==> src/rtl/imem_stream_loader_pkg.sv <==
// Shared types for the imem program loader: loader FSM states,
// default frame sync byte and instruction memory depth.
package cpu54_pkg;

  typedef enum logic [2:0] {
    IDLE,
    CNT_HI,
    CNT_LO,
    DATA,
    CHK,
    DONE,
    ERR
  } loader_state_t;

  localparam logic [7:0] SYNC_BYTE_DEF = 8'hA5;
  localparam int IMEM_DEPTH = 8192;

endpackage

==> src/rtl/imem_stream_loader_if.sv <==
// Byte stream in (in_data/in_valid/in_ready) and imem write port out.
// master: stream source / imem sink; slave: the loader.
interface imem_stream_loader_if
  import cpu54_pkg::*;
#(
  parameter int ADDR_W = $clog2(IMEM_DEPTH)
);
  logic [7:0]        in_data;
  logic              in_valid;
  logic              in_ready;
  logic              imem_we;
  logic [ADDR_W-1:0] imem_addr;
  logic [31:0]       imem_wdata;

  modport master (
    output in_data, in_valid,
    input  in_ready, imem_we, imem_addr, imem_wdata
  );

  modport slave (
    input  in_data, in_valid,
    output in_ready, imem_we, imem_addr, imem_wdata
  );
endinterface

==> src/rtl/imem_stream_loader_packer.sv <==
// 8->32 big-endian byte packer. Ports: din/din_valid in, word +
// one-cycle word_valid out (cycle after 4th byte), last = 4th byte now.
module stream_word_packer (
  input  logic        clk,
  input  logic        reset,
  input  logic        clear,
  input  logic [7:0]  din,
  input  logic        din_valid,
  output logic [31:0] word,
  output logic        word_valid,
  output logic        last
);
  logic [23:0] sh;
  logic [1:0]  cnt;

  assign last = din_valid && (cnt == 2'd3);

  always_ff @(posedge clk or posedge reset) begin
    if (reset) begin
      sh         <= '0;
      cnt        <= '0;
      word       <= '0;
      word_valid <= 1'b0;
    end else begin
      word_valid <= 1'b0;
      if (clear) begin
        cnt <= '0;
      end else if (din_valid) begin
        sh  <= {sh[15:0], din};
        cnt <= cnt + 2'd1;
        if (cnt == 2'd3) begin
          word       <= {sh, din};
          word_valid <= 1'b1;
        end
      end
    end
  end
endmodule

==> src/rtl/imem_stream_loader.sv <==
// Framed-stream program loader: writes imem from address 0 and holds
// the CPU in reset until a checksum-valid image is in. Ports: clk,
// reset, bus (stream in / imem out), start, cpu_hold, done, error.
module imem_stream_loader
  import cpu54_pkg::*;
#(
  parameter int         ADDR_W    = $clog2(IMEM_DEPTH),
  parameter logic [7:0] SYNC_BYTE = SYNC_BYTE_DEF,
  parameter int         TIMEOUT   = 1000000
) (
  input  logic                clk,
  input  logic                reset,
  imem_stream_loader_if.slave bus,
  input  logic                start,
  output logic                cpu_hold,
  output logic                done,
  output logic                error
);
  localparam int TW = $clog2(TIMEOUT + 1);

  loader_state_t     state;
  logic [15:0]       n;
  logic [15:0]       idx;
  logic [7:0]        sum;
  logic [TW-1:0]     tmo;
  logic [ADDR_W-1:0] addr;
  logic              acc;
  logic              active;
  logic              pk_last;
  logic              pk_valid;
  logic [31:0]       pk_word;
  logic [15:0]       cnt_full;
  logic              too_big;

  assign bus.in_ready = (state != DONE) && (state != ERR);
  assign acc          = bus.in_valid && bus.in_ready;
  assign active       = state inside {CNT_HI, CNT_LO, DATA, CHK};
  // n[15:8] already holds CNT_HI while the CNT_LO byte is on the bus
  assign cnt_full     = {n[15:8], bus.in_data};
  assign too_big      = {1'b0, cnt_full} > (17'd1 << ADDR_W);

  assign bus.imem_we    = pk_valid;
  assign bus.imem_wdata = pk_word;
  assign bus.imem_addr  = addr;

  stream_word_packer u_packer (
    .clk        (clk),
    .reset      (reset),
    .clear      (state == IDLE),
    .din        (bus.in_data),
    .din_valid  (acc && (state == DATA)),
    .word       (pk_word),
    .word_valid (pk_valid),
    .last       (pk_last)
  );

  always_ff @(posedge clk or posedge reset) begin
    if (reset) begin
      state    <= IDLE;
      cpu_hold <= 1'b1;
      done     <= 1'b0;
      error    <= 1'b0;
      n        <= '0;
      idx      <= '0;
      sum      <= '0;
      tmo      <= '0;
      addr     <= '0;
    end else begin
      if (active) begin
        if (acc) begin
          tmo <= '0;
        end else if (tmo == TW'(TIMEOUT - 1)) begin
          state <= ERR;
          error <= 1'b1;
        end else begin
          tmo <= tmo + TW'(1);
        end
      end
      unique case (state)
        IDLE: begin
          if (acc && (bus.in_data == SYNC_BYTE)) state <= CNT_HI;
        end
        CNT_HI: begin
          if (acc) begin
            n     <= {bus.in_data, 8'h00};
            state <= CNT_LO;
          end
        end
        CNT_LO: begin
          if (acc) begin
            n <= cnt_full;
            unique case (1'b1)
              too_big: begin
                state <= ERR;
                error <= 1'b1;
              end
              (cnt_full == 16'd0): state <= CHK;
              default: state <= DATA;
            endcase
          end
        end
        DATA: begin
          if (acc) begin
            sum <= sum + bus.in_data;
            // write lands next cycle; addr is set to match it
            if (pk_last) begin
              addr <= idx[ADDR_W-1:0];
              idx  <= idx + 16'd1;
              if (idx == n - 16'd1) state <= CHK;
            end
          end
        end
        CHK: begin
          if (acc) begin
            if (bus.in_data == sum) begin
              state    <= DONE;
              done     <= 1'b1;
              cpu_hold <= 1'b0;
            end else begin
              state <= ERR;
              error <= 1'b1;
            end
          end
        end
        DONE, ERR: begin
          if (start) begin
            state    <= IDLE;
            done     <= 1'b0;
            error    <= 1'b0;
            cpu_hold <= 1'b1;
            n        <= '0;
            idx      <= '0;
            sum      <= '0;
            tmo      <= '0;
          end
        end
        default: state <= IDLE;
      endcase
    end
  end
endmodule

==> src/flat_wrapper.sv <==
// flat-port wrapper written by rule: the top's interface ports become plain ports
module imem_stream_loader_flat import cpu54_pkg::*;
#(
  parameter int         ADDR_W    = $clog2(IMEM_DEPTH),
  parameter logic [7:0] SYNC_BYTE = SYNC_BYTE_DEF,
  parameter int         TIMEOUT   = 1000000
)
  (clk, reset, start, cpu_hold, done, error, bus_in_data, bus_in_valid, bus_in_ready, bus_imem_we, bus_imem_addr, bus_imem_wdata);
  imem_stream_loader_if #(.ADDR_W(ADDR_W)) bus_i ();
  input  logic clk;
  input  logic reset;
  input  logic start;
  output logic cpu_hold;
  output logic done;
  output logic error;
  input wire logic [$bits(bus_i.in_data)-1:0] bus_in_data;
  input wire logic [$bits(bus_i.in_valid)-1:0] bus_in_valid;
  output wire logic [$bits(bus_i.in_ready)-1:0] bus_in_ready;
  output wire logic [$bits(bus_i.imem_we)-1:0] bus_imem_we;
  output wire logic [$bits(bus_i.imem_addr)-1:0] bus_imem_addr;
  output wire logic [$bits(bus_i.imem_wdata)-1:0] bus_imem_wdata;
  assign bus_i.in_data = bus_in_data;
  assign bus_i.in_valid = bus_in_valid;
  assign bus_in_ready = bus_i.in_ready;
  assign bus_imem_we = bus_i.imem_we;
  assign bus_imem_addr = bus_i.imem_addr;
  assign bus_imem_wdata = bus_i.imem_wdata;
  imem_stream_loader #(.ADDR_W(ADDR_W), .SYNC_BYTE(SYNC_BYTE), .TIMEOUT(TIMEOUT)) u_core (.clk(clk), .reset(reset), .bus(bus_i), .start(start), .cpu_hold(cpu_hold), .done(done), .error(error));
endmodule
==> config.mk <==
export PLATFORM = sky130hd
export DESIGN_NAME = imem_stream_loader_flat
export DESIGN_NICKNAME = d
export VERILOG_FILES = /design/src/rtl/imem_stream_loader_pkg.sv /design/src/rtl/imem_stream_loader_if.sv /design/src/rtl/imem_stream_loader_packer.sv /design/src/rtl/imem_stream_loader.sv /design/src/flat_wrapper.sv
export SDC_FILE = /design/constraint.sdc
export NUM_CORES = 1
export LEC_CHECK = 0
export CELL_PAD_IN_SITES_DETAIL_PLACEMENT = 1
export CELL_PAD_IN_SITES_GLOBAL_PLACEMENT = 1
export CORE_UTILIZATION = 47
export CTS_CLUSTER_SIZE = 40
export DETAILED_ROUTE_END_ITERATION = 6
export PLACE_DENSITY_LB_ADDON = 0.15
export SYNTH_ARGS = -nofsm -noshare
export SYNTH_HDL_FRONTEND = slang
export SYNTH_SLANG_ARGS = --single-unit
export TNS_END_PERCENT = 10
==> constraint.sdc <==
create_clock -name clk -period 12.3 [get_ports clk]
set_clock_uncertainty 0.15 [all_clocks]
set_input_delay 2.46 -clock clk [delete_from_list [all_inputs] [get_ports clk]]
set_output_delay 2.46 -clock clk [all_outputs]
set_load 0.05 [all_outputs]
# ---- Yosys cells after proc, flatten, opt, wreduce, memory -nomap -nowiden
# Index checks and enable logic that the tools add are counted.
dict set report classes {
  n_bitwise 2
  n_mux 51
  add_sub_neg 5
  multipliers 0
  n_eq_ne 20
  reduce_logical 22
  n_div 0
  shifts 0
  n_lt_le_gt_ge 1
}
# cell n
set ops {}
lappend ops {{$mux 20} 5}
lappend ops {{$mux 16} 4}
lappend ops {{$pmux 16 s3} 1}
lappend ops {{$mux 3} 11}
lappend ops {{$pmux 16 s2} 1}
lappend ops {{$mux 8} 3}
lappend ops {{$add 20x1->20 const B} 1}
lappend ops {{$eq 20x20->1 const B} 1}
lappend ops {{$pmux 3 s6} 1}
lappend ops {{$mux 1} 17}
lappend ops {{$add 16x1->16 const B} 1}
lappend ops {{$eq 16x16->1} 1}
lappend ops {{$gt 16x14->1 const B} 1}
lappend ops {{$logic_not 16->1} 1}
lappend ops {{$pmux 8 s2} 1}
lappend ops {{$reduce_and 4->1} 4}
lappend ops {{$sub 16x1->16 const B} 1}
lappend ops {{$ne 2x1->1 const B} 5}
lappend ops {{$eq 3x3->1 const B} 3}
lappend ops {{$reduce_and 3->1} 3}
lappend ops {{$add 8x8->8} 1}
lappend ops {{$eq 8x8->1} 1}
lappend ops {{$eq 8x8->1 const B} 1}
lappend ops {{$reduce_bool 2->1} 4}
lappend ops {{other kinds (17)} 28}
dict set report totals {
  latchBits 0
  reg_bits 138
  ram_bits 0
  romBits 0
  wordCells 115
  memories 0
  in_bits 12
}

# ---- Depth between registers and ports, before layout
dict set report depth {
  ltp_word 9
  ltp_mapped 10
  depth_no_buf 9
}

# ---- Cells and area by module
# From an unflattened synthesis, not the netlist that was laid out.
dict set report unflattened {
  cells_unflattened 644
  area_unflattened_um2 6972.9
}
# mod cells_per_inst instances area_per_inst_um2
set by_module_without_submodules {}
lappend by_module_without_submodules {imem_stream_loader 513 1 4624.4}
lappend by_module_without_submodules {stream_word_packer 131 1 2348.5}

# ---- Least setup slack after synthesis
# OpenSTA, ideal clock, no wires.
dict set report synth_timing {
  kind {input to register}
  start {input port bus_in_data[1]}
  end {register u_core.sum[7]}
  arrival_time_ns 4.048
  setup_slack_ns 8.023
  required_time_ns 12.071
  stages 8
  setup_time_ns 0.079
  path_cell_list {ha_1 -> a21o_1 -> a21oi_1 -> nor2b_1 -> o21a_1 -> o41ai_1 -> mux2i_1 -> mux2i_1}
}
dict set report synth_via {
  elab_chain_cells 3
}
# element line_no
set synth_lines {}
lappend synth_lines {{start: declaration} flat_wrapper.sv:16} ;# input wire logic [$bits(bus_i.in_data)-1:0] bus_in_data;
lappend synth_lines {{$add 8x8->8} imem_stream_loader.sv:104} ;# sum <= sum + bus.in_data;
lappend synth_lines {{$mux 8} imem_stream_loader.sv:103} ;# if (acc) begin
lappend synth_lines {{$pmux 8 s2} imem_stream_loader.sv:79} ;# unique case (state)
lappend synth_lines {{end signal: assignment} imem_stream_loader.sv:104}
lappend synth_lines {{end: declaration} imem_stream_loader.sv:24} ;# logic [7:0] sum;
# No other way between the ends. The select of a mux whose other input is x is not followed.
# A chain may end at the register's enable or synchronous reset.

# ---- Worst setup path after layout
dict set report layout_timing {
  start {input port bus_in_valid}
  end {register u_core.state[2]}
}
dict set report layout_via {
  elab_chain_cells 7
}
# element line_no
set layout_lines {}
lappend layout_lines {{start: declaration} flat_wrapper.sv:17} ;# input wire logic [$bits(bus_i.in_valid)-1:0] bus_in_valid;
lappend layout_lines {{$logic_and 1x1->1 *} imem_stream_loader.sv:36} ;# assign acc = bus.in_valid && bus.in_ready;
lappend layout_lines {{$mux 3} imem_stream_loader.sv:70} ;# if (acc) begin
lappend layout_lines {{$mux 3} imem_stream_loader.sv:69} ;# if (active) begin
lappend layout_lines {{$mux 3} imem_stream_loader.sv:109} ;# if (idx == n - 16'd1) state <= CHK;
lappend layout_lines {{$mux 3} imem_stream_loader.sv:106} ;# if (pk_last) begin
lappend layout_lines {{$mux 3} imem_stream_loader.sv:103}
lappend layout_lines {{$pmux 3 s6 *} imem_stream_loader.sv:79}
lappend layout_lines {{end signal: assignment} imem_stream_loader.sv:81} ;# if (acc && (bus.in_data == SYNC_BYTE)) state <= CNT_HI;
lappend layout_lines {{end signal: assignment} imem_stream_loader.sv:86} ;# state <= CNT_LO;
lappend layout_lines {{end signal: assignment} imem_stream_loader.sv:109}
lappend layout_lines {{end: declaration} imem_stream_loader.sv:21} ;# loader_state_t state;
# Mark *: on every way between the ends. The rest lies on a longest branch, timed or not.

==> results.md <==
* Status: finished clean
* Syn nets at 822
* Startpoint type of the worst setup path: input pin
* Hold_buf cts at 0
* Sequential share of the synthesized area at 0.502
* Placed inst area at 0.00760 sq mm
* DRT antenna net count at 0
* NumNets Final at 869
* DRC Markers at 0
* Starting density of the core at 0.488
* Design area at 0.00821 sq mm
* CTS H-tree lvls at 4
* Post-Syn Instances at 798
* Slowest CP cell: and4b_1
* First-pass GRT wire length at 32200 um
* Setup Buffers After CTS at 0
* Synth warnings at 0
* P&R area growth vs syn at 19.4%
* Fin Setup TNS at 0 ns
* Average wire per standard cell at 18.7 um
* Pin count of the biggest net entering global routing at 79
* Vias/cell at 5.75
* RSZ-0062 raised after global routing: false
* Hold depth at 2
* Die X at 123 um
* GRT overflow at 0
* Cell row count at 43
* Sink Count at 138
* Crit-path max FO at 51
* CTS tree: yes
* Number of flops mapped to enable cells by yosys at 0
* Root Driver: clkbuf_16
* Cell chain of the critical path: clkdlybuf4s50_1 -> and4b_1 -> nand2_4 -> inv_2 -> o2111a_1 -> nand4_1 -> or4_4 -> o32ai_2 -> a31o_1
* Initial antenna violation count at 0
* Reg2reg path depth at 8
* Leak at 3.98 nW
* Most instantiated cells after synthesis: nand2_1, dfrtp_1, nor2_1
* Layout cells sized above 1 at 0.0548
* Core footprint at 0.0141 sq mm
* Ant. Diodes at 0
* Vias in the first global route at 6338
* Asr flop ratio synth at 1.00
* Total CTS buffers at 17
* WP data required at 12.51 ns
* CP Depth at 9
* Critical path launch point: bus_in_valid
* Max Freq at 0.149 GHz
* IO Pins at 62
* Clock transition at the registers of the reported paths at 0.06 ns
* Synth Flop Type: dfrtp_1
* Pins Over Slew Limit at 0
* Number of synthesized register bits at 138
* Cell taking the most area after synthesis: dfrtp_1
* Crit end category: flip-flop
* Max IR drop VDD at 0.000115 V
* Count leader, synth: nand2_1
* Tcrit/Tclk final at 0.546
* RePlAce Congestion at 0.865
* Die Y at 123 um
* Endpoints failing setup at 0
* HP Start: u_core.u_packer.word[25]
* Max_slew headroom at 0.301
* PwrDens at 160 mW/mm^2
* Post-cts sizing count at 0
* Routed WL at 19400 um
* Worst path arrival time at 6.93 ns
* Maximum capacitance violations at 0
* Port Buffers at 61
* Mean Syn Cell Area at 8.62 sq um
* Final hold viol count at 0
* Top-area cell type share of the netlist area at 0.499
* HP Class: flip-flop to flip-flop
* WS Path Type: input pin to flip-flop
* Top delay family on crit path: simple AND/OR/NAND/NOR gates
* Fin crit period at 6.71 ns
* Drt initial violations at 323
* Reg2Reg Launch Point: u_core.state[0]
* 1st-pass router iterations at 5
* Buffers & Inverters on Critical Path at 2
* HPWL after detailed placement at 13000 um
* Synth area leaders: dfrtp_1, nand2_1, xor2_1
* Mapped Area at 0.00688 sq mm
* Via count at 5971
* Synth cell types at 64
* Worst-skew pair later-pin latency at 0.43 ns
* Die Area at 0.0151 sq mm
* CP max stage delay at 0.98 ns
* GRT Resource Usage Total at 0.280
* Least-Margin Pin Slew at 1.05 ns
* Longest Clk Path Bufs at 2
[metrics by stage]
stage	hold WS, ns	std cells	total power [mW]	util	setup slack (ns)
after global placement	0.307	1006	0.766	0.539	5.39
final	0.327	1038	1.31	0.582	5.59
after floorplan	0.289	798	0.707	-	6.00
after global routing	0.344	1038	1.37	0.582	5.28
after CTS	0.331	1038	1.32	0.582	5.53
after detailed placement	0.316	1006	0.782	0.539	5.13
[path summary, 6_finish.rpt]
path	slack, ns	endpoint
max	5.59	u_core.state[2]
min	0.33	u_core.u_packer.word[25]
max reg2reg	7.58	u_core.state[2]
min reg2reg	0.33	u_core.u_packer.word[25]
max in group asynchronous	8.29	u_core.n[14]
min in group asynchronous	2.33	u_core.bus.imem_addr[3]
[flip-flops by register name (all words and copies together), names as in the netlist]
register	count
u_core.u_packer.word	32
u_core.u_packer.sh	24
u_core.tmo	20
u_core.idx	16
u_core.n	16
u_core.bus.imem_addr	13
u_core.sum	8
u_core.state	3
u_core.u_packer.cnt	2
u_core.cpu_hold	1
u_core.done	1
u_core.error	1
u_core.u_packer.word_valid	1
[worst register-to-register path: stages, from the launching register on]
cell and delay (ns):
dfrtp_1 0.79, and4b_1 1.02, nand2_4 0.55, inv_2 0.78, o2111a_1 0.32, nand4_1 0.11, or4_4 0.52, o32ai_2 0.25
a31o_1 0.18
[cell usage in the layout, fill, tap and decap left out, drive strengths merged, types with 4 or more instances in the layout]
master	n
xnor2	19
dfrtp	137
clkinv	6
o22ai	6
mux2i	4
inv	25
clkdlybuf4s50	61
or3	5
nor2	61
nand4	11
o21ai	42
nand2	252
o21a	4
nor2b	6
a21oi	21
nor3	16
and4	5
xor2	28
ha	11
and3	8
buf	4
clkbuf	18
nor4	7
nand3	40
nand2b	5
a21o	5
[report_power, final]
part | internal (mW) | total [mW] | switching, mW
registers | 0.484 | 0.533 | 0.0491
logic | 0.0885 | 0.246 | 0.158
clock network | 0.325 | 0.533 | 0.208
[cell type report]
cell class                 instances  area, sq um
sequential                       138         3450
timing repair buffer              65          641
tap                              180          225
fill                            1661         5890
multi-input combinational        600         3190
inverter                          23         91.3
clock buffer                      18          439
clock inverter                    14          171
[cell families (layout without fill, tap and decap cells)]
logic type	Yosys count	after routing	synth area share
adder cells (fa/ha/maj)	12	12	0.0229
multiplexers	6	6	0.0107
AO/OA/AOI/OAI	109	109	0.0996
AND/OR/NAND/NOR	426	426	0.270
flip-flops	138	138	0.502
XOR/XNOR	47	47	0.0599
buffers and inverters	60	120	0.0340
[routing by layer]
layer | global-route usage | share of wire | wire length (um)
met5 | 0 | 0 | 0
met2 | 0.488 | 0.51 | 9890
met3 | 0.0544 | 0.039 | 757
met1 | 0.345 | 0.43 | 8340
met4 | 0.102 | 0.022 | 437
No activity file was read; power rests on OpenSTA's default activity.
